==> config.mk <==
export PLATFORM = sky130hd
export DESIGN_NAME = stream_upsizer
export DESIGN_NICKNAME = d
export VERILOG_FILES = /design/src/rtl/stream_upsizer.sv
export SDC_FILE = /design/constraint.sdc
export NUM_CORES = 1
export LEC_CHECK = 0
export ABC_CLOCK_PERIOD_IN_PS = 1950
export CAP_MARGIN = 40
export CORE_ASPECT_RATIO = 1.25
export CORE_MARGIN = 2
export CORE_UTILIZATION = 57
export DETAILED_ROUTE_END_ITERATION = 6
export DONT_BUFFER_PORTS = 1
export GPL_TIMING_DRIVEN = 0
export PLACE_DENSITY = 0.75
export SETUP_SLACK_MARGIN = 0.4
export SKIP_CTS_REPAIR_TIMING = 1
export SYNTH_ARGS = -nofsm -noshare
export SYNTH_HDL_FRONTEND = slang
export SYNTH_SLANG_ARGS = --single-unit
==> constraint.sdc <==
create_clock -name clk -period 1.95 [get_ports clk]
set_input_delay 0.39 -clock clk [delete_from_list [all_inputs] [get_ports clk]]
set_output_delay 0.39 -clock clk [all_outputs]
set_load 0.01 [all_outputs]
==> src/rtl/stream_upsizer.sv <==
`default_nettype none
// ============================================================================
// Module   : stream_upsizer
// Brief    : Packs RATIO WIDTH-bit valid/ready beats into one registered
//            RATIO*WIDTH-bit word. Define STREAM_UPSIZER_LAST_EN to enable
//            early close with last_a and the keep_b/last_b sideband outputs.
// Revision : 1.0 - initial release
// ============================================================================
module stream_upsizer #(
  parameter int WIDTH = 32,
  parameter int RATIO = 4
) (
  input  logic                     clk,
  input  logic                     rst,
  input  logic [WIDTH-1:0]         data_a,
  input  logic                     vld_a,
  output logic                     rdy_a,
`ifdef STREAM_UPSIZER_LAST_EN
  input  logic                     last_a,
  output logic [RATIO-1:0]         keep_b,
  output logic                     last_b,
`endif
  output logic [RATIO*WIDTH-1:0]   data_b,
  output logic                     vld_b,
  input  logic                     rdy_b
);

  localparam int CW = $clog2(RATIO);
  localparam logic [CW-1:0] C_CNT_MAX = CW'(RATIO - 1);

  logic [RATIO-2:0][WIDTH-1:0] collect_q, collect_d;
  logic [CW-1:0]               cnt_q, cnt_d;
  logic [RATIO*WIDTH-1:0]      data_q, data_d;
  logic                        vld_q, vld_d;
  logic [RATIO*WIDTH-1:0]      pack_w;
  logic                        close_w;
  logic                        last_in_w;
  logic                        gnt_a_w;
  logic                        gnt_b_w;

`ifdef STREAM_UPSIZER_LAST_EN
  logic [RATIO-1:0]            keep_q, keep_d, keep_w;
  logic                        last_q, last_d;
  assign last_in_w = last_a;
`else
  assign last_in_w = 1'b0;
`endif

  // Packed word as it would look if the current beat closed it: stored lanes
  // below cnt, the live beat in lane cnt, zeros above.
  generate
    for (genvar k = 0; k < RATIO; k++) begin : g_lane
      if (k < RATIO - 1) begin : g_col
        assign pack_w[k*WIDTH +: WIDTH] = (CW'(k) < cnt_q)  ? collect_q[k] :
                                          (CW'(k) == cnt_q) ? data_a       : '0;
      end else begin : g_top
        assign pack_w[k*WIDTH +: WIDTH] = (CW'(k) == cnt_q) ? data_a : '0;
      end
`ifdef STREAM_UPSIZER_LAST_EN
      assign keep_w[k] = (CW'(k) <= cnt_q);
`endif
    end
  endgenerate

  assign close_w = (cnt_q == C_CNT_MAX) || last_in_w;
  // Only a closing beat needs room in the output stage.
  assign rdy_a   = close_w ? (!vld_q || rdy_b) : 1'b1;
  assign gnt_a_w = vld_a && rdy_a;
  assign gnt_b_w = vld_q && rdy_b;

  always_comb begin
    collect_d = collect_q;
    cnt_d     = cnt_q;
    data_d    = data_q;
    vld_d     = vld_q;
`ifdef STREAM_UPSIZER_LAST_EN
    keep_d    = keep_q;
    last_d    = last_q;
`endif
    if (gnt_b_w) begin
      vld_d = 1'b0;
    end
    if (gnt_a_w) begin
      if (close_w) begin
        data_d    = pack_w;
        vld_d     = 1'b1;
        cnt_d     = '0;
        collect_d = '0;
`ifdef STREAM_UPSIZER_LAST_EN
        keep_d    = keep_w;
        last_d    = last_a;
`endif
      end else begin
        cnt_d = cnt_q + 1'b1;
        for (int k = 0; k < RATIO - 1; k++) begin
          if (CW'(k) == cnt_q) begin
            collect_d[k] = data_a;
          end
        end
      end
    end
  end

  always_ff @(posedge clk) begin
    if (rst) begin
      collect_q <= '0;
      cnt_q     <= '0;
      data_q    <= '0;
      vld_q     <= 1'b0;
`ifdef STREAM_UPSIZER_LAST_EN
      keep_q    <= '0;
      last_q    <= 1'b0;
`endif
    end else begin
      collect_q <= collect_d;
      cnt_q     <= cnt_d;
      data_q    <= data_d;
      vld_q     <= vld_d;
`ifdef STREAM_UPSIZER_LAST_EN
      keep_q    <= keep_d;
      last_q    <= last_d;
`endif
    end
  end

  assign data_b = data_q;
  assign vld_b  = vld_q;
`ifdef STREAM_UPSIZER_LAST_EN
  assign keep_b = keep_q;
  assign last_b = last_q;
`endif

endmodule
`default_nettype wire

# Yosys cells after proc, flatten, opt, wreduce, memory -nomap -nowiden

Cells that the tools add are included.

Register bits after elaboration: 227
Input port bits: 36
Output and inout port bits: 130

Add/subtract/negate cells: 1
Magnitude comparators: 3
Equality and inequality tests: 4
Muxes and demuxes: 16
Reduce and logical (&&, ||, !) cells: 12

Operators with widths:

| kind                | number |
|---|---|
| $mux 32             | 10 |
| $mux 96             | 1 |
| $reduce_and 2->1    | 4 |
| $reduce_bool 2->1   | 3 |
| $eq 2x2->1 const A  | 2 |
| $lt 1x2->1 const A  | 2 |
| $mux 1              | 4 |
| $add 2x1->2 const B | 1 |
| $eq 1x2->1 const A  | 1 |
| $eq 2x2->1 const B  | 1 |
| $logic_and 1x1->1   | 2 |
| $logic_not 2->1     | 1 |
| $lt 2x2->1 const A  | 1 |
| $mux 2              | 1 |
| $logic_not 1->1     | 1 |
| $logic_or 1x1->1    | 1 |

# Logic depth before layout (Yosys ltp)

Depth after elaboration: 5
Depth in mapped cells: 8

# Least setup slack after synthesis

Ideal clock, no wire load.

Kind: reg-to-reg
Start point: register cnt_q[1]
End point: register collect_q[1] (netlist name)
Setup time: 0.118 ns
Arrival: 1.901 ns
Data required time: 1.832 ns
Setup slack: -0.069 ns
Cell stages (with the launch flop): 9
Cell sequence: dfxtp_1 -> clkbuf_1 -> inv_1 -> buf_2 -> ha_1 -> or3_1 -> buf_6 -> buf_12 -> mux2i_1

Cells in the longest elaborated chain, start to end: 4

Ends and longest elaborated chain:

| what                              | line | RTL |
|---|---|---|
| from (decl)                       | 32   | `logic [CW-1:0] cnt_q, cnt_d;` |
| from (signal assigned)            | 116  | `cnt_q <= cnt_d;` |
| $eq 2x2->1                        | 65   | `assign close_w = (cnt_q == C_CNT_MAX) \|\| last_in_w;` |
| $mux 1                            | 67   | `assign rdy_a = close_w ? (!vld_q \|\| rdy_b) : 1'b1;` |
| $logic_and 1x1->1                 | 68   | `assign gnt_a_w = vld_a && rdy_a;` |
| $reduce_and 2->1 (no source line) | --   |  |
| to (signal assigned)              | 115  | `collect_q <= collect_d;` |
| to (decl)                         | 31   | `logic [RATIO-2:0][WIDTH-1:0] collect_q, collect_d;` |

Several ways; a longest one is shown, not always the timed one.
A chain may end at the register's enable or synchronous reset.

# Worst setup path after layout

Start point: register cnt_q[1]
End point: register collect_q[42] (netlist name)

Same word-level chain as after synthesis.

==> impl_metrics.tcl <==
set metrics [dict create \
    area_growth_syn_to_layout_pct 20.7 \
    place_worst_setup_slack_ns -0.237 \
    layout.cells.non_filler 1328 \
    root_buffer "clkbuf_16" \
    htreeDepth 1 \
    grt_pass1_wl_microns 46300 \
    core_area_sq_um 16800 \
    yosys.area.top_type "dfxtp_1" \
    synth_warnings 0 \
    max_slew_margin_pct 52.9 \
    place_area_sq_um 10100 \
    synthCells 1044 \
    drive_gt1_share_pct 18.7 \
    clk_pin_slew_ns 0.07 \
    grt_pass1_vias 8217 \
    dr.pass1.iters 5 \
    r2r-start "cnt_q[1]$_SDFFE_PP0P_" \
    path_delay_family "buffers and inverters" \
    grt_use_total_pct 33.1 \
    grt_max_degree 15 \
    crit_top_cell "buf_8" \
    start_util_pct 58.1 \
    synth_seq_cells 227 \
    grt_overflow 0 \
    fin_nets 1135 \
    final.period_utilization_pct 94.0 \
    cts_sinks 227 \
    post-route-min-period_ns 1.83 \
    antenna_found_initial 0 \
    async_flop_share_pct 0 \
    synth_edf_count 0 \
    cp_num_buf_inv 6 \
    fp.dieW_microns 121 \
    wirelength_microns 32800 \
    maxSlewViolCount 0 \
    critPathLaunchType "flip-flop" \
    status "finished clean" \
    yosysMostFrequentCell "dfxtp_1" \
    synthTopCellsByCount "227 x dfxtp_1, 131 x a21oi_1, 96 x mux2i_1, 66 x nand2_1, 66 x nand3_1" \
    gp_congestion 0.900 \
    peakVddDrop_mv 0.664 \
    timing_worst_setup_path_type "flip-flop to flip-flop" \
    crit_fanout 10 \
    fp.dieH_microns 150 \
    rsz0062_at_grt "true" \
    fin_area_sq_um 11800 \
    worstMarginPinSlew_ns 0.707 \
    dp_hpwl_microns 21400 \
    avgViaCountPerCell 6.57 \
    hold_viol 0 \
    hold_start "data_a[24]" \
    drt-initial-drc-count 927 \
    ys.flop_type "dfxtp_1" \
    ys_top_cells_by_area "dfxtp_1 47%, mux2i_1 9.9%, a21oi_1 6.7%" \
    cts_buffer_depth 3 \
    slowest_delay_ns 0.38 \
    dpl.cell_count 1264 \
    routedWlPerCell_microns 24.7 \
    dieArea_sq_um 18200 \
    setup_viol 0 \
    whs_ns 0.0114 \
    fill_cells 1240 \
    io_pins 166 \
    synth_top_area_share_pct 46.7 \
    synth_area_per_cell_sq_um 9.33 \
    cap_violations 0 \
    critPathSlowestCell "dfxtp_4" \
    ys_seq_area_share_pct 46.7 \
    cts-buffers-inserted 22 \
    fmax_ghz 0.546 \
    vias 8727 \
    clkLatencyLatePin_ns 0.52 \
    power_density_nw_per_um2 869 \
    path_cells "buf_8 > inv_8 > buf_12 > ha_1 > buf_8 > o211ai_4 > buf_4 > buf_8 > mux2i_1" \
    cellLeakagePower_uw 0.00426 \
    crit_start "cnt_q[1]$_SDFFE_PP0P_" \
    worstHoldPathType "primary input to flip-flop" \
    worst_slack_ns 0.118 \
    num_rows 53 \
    drc 0 \
    clock_skew_ns 0.0202 \
    endpoint_kind "flip-flop" \
    worstPathArrival_ns 2.27 \
    cts_tree "done" \
    antenna_left 0 \
    place.port_buffers 0 \
    crit_required_ns 2.39 \
    insertedDiodeCount 0 \
    synth_nets 1085 \
    ys_types 28 \
    netlist_area_sq_um 9740 \
]
==> cell usage in the layout (no fill, tap or decap), drive strengths merged, types with 2 or more instances in the layout <==
cell | Yosys | routed
nor2 | 2 | 2
dfxtp | 227 | 227
nand2 | 66 | 66
or3 | 2 | 2
nand3 | 66 | 66
o32ai | 32 | 32
a311oi | 64 | 64
a211oi | 32 | 32
clkinv | 0 | 3
ha | 5 | 5
a21oi | 131 | 131
buf | 55 | 90
inv | 36 | 36
mux2i | 96 | 96
nand3b | 32 | 32
or3b | 32 | 32
o21ai | 35 | 35
nand2b | 65 | 65
clkbuf | 62 | 88
==> worst register-to-register path, stage by stage, from the launching register on <==
cell and delay (ns):
dfxtp_4 0.38, buf_8 0.13, inv_8 0.05, buf_12 0.12, ha_1 0.20, buf_8 0.15
o211ai_4 0.16, buf_4 0.19, buf_8 0.17, mux2i_1 0.20
==> registers in the layout (all words and copies together) (netlist names) <==
signal     flops
collect_q     96
data_b       128
cnt_q          2
vld_b          1
==> cell families after synthesis <==
logic type               after synthesis  share of synthesized area [%]
AO/OA/AOI/OAI                        295                           19.8
adder cells (fa/ha/maj)                5                          0.642
buffers and inverters                153                           7.13
flip-flops                           227                           46.7
multiplexers                          96                           9.87
AND/OR/NAND/NOR                      268                           16.0
==> metal layers <==
metal | track usage [%] | wire (microns) | up-vias
met1 | 39.9 | 11900 | 4212
met4 | 14.5 | 1210 | 0
met2 | 55.4 | 16000 | 528
met3 | 8.79 | 3660 | 96
met5 | 0 | 0 | -
li1 | - | - | 3891
==> worst paths after layout <==
kind	to	slack [ns]	depth (start not counted)
hold reg to reg	data_b[91]$_SDFFE_PP0P_	0.47	2
hold / removal	data_b[120]$_SDFFE_PP0P_	0.01	2
setup / recovery	collect_q[42]$_SDFFE_PP0P_	0.12	9
setup reg to reg	collect_q[42]$_SDFFE_PP0P_	0.12	9
==> final cells by class <==
type / count / area [sq um] / area share, %
Sequential cell: 227 / 4550 / 38.7
Inverter: 36 / 145 / 1.23
Clock buffer: 35 / 701 / 5.96
Multi-Input combinational cell: 664 / 4790 / 40.8
Tap cell: 220 / 275 / 2.34
Buffer: 117 / 933 / 7.94
Timing Repair Buffer: 26 / 337 / 2.86
Clock inverter: 3 / 15.0 / 0.128
==> where the power goes <==
| group | internal [uW] | switching [uW] |
|---|---|---|
| sequential | 4770 | 101 |
| combinational | 500 | 586 |
| clock | 2450 | 1800 |
| total | 7720 | 2490 |
==> per-stage QoR <==
stage / setup TNS [ns] / utilization, % / power [uW]
floorplan: 0 / - / 5590
global placement: -10.14 / 60.2 / 5800
detailed placement: -12.46 / 60.2 / 5820
CTS: -16.24 / 64.5 / 9980
global route: 0 / 70.1 / 10500
finish: 0 / 70.1 / 10200
Note: power is estimated with default switching activity, not from simulation.
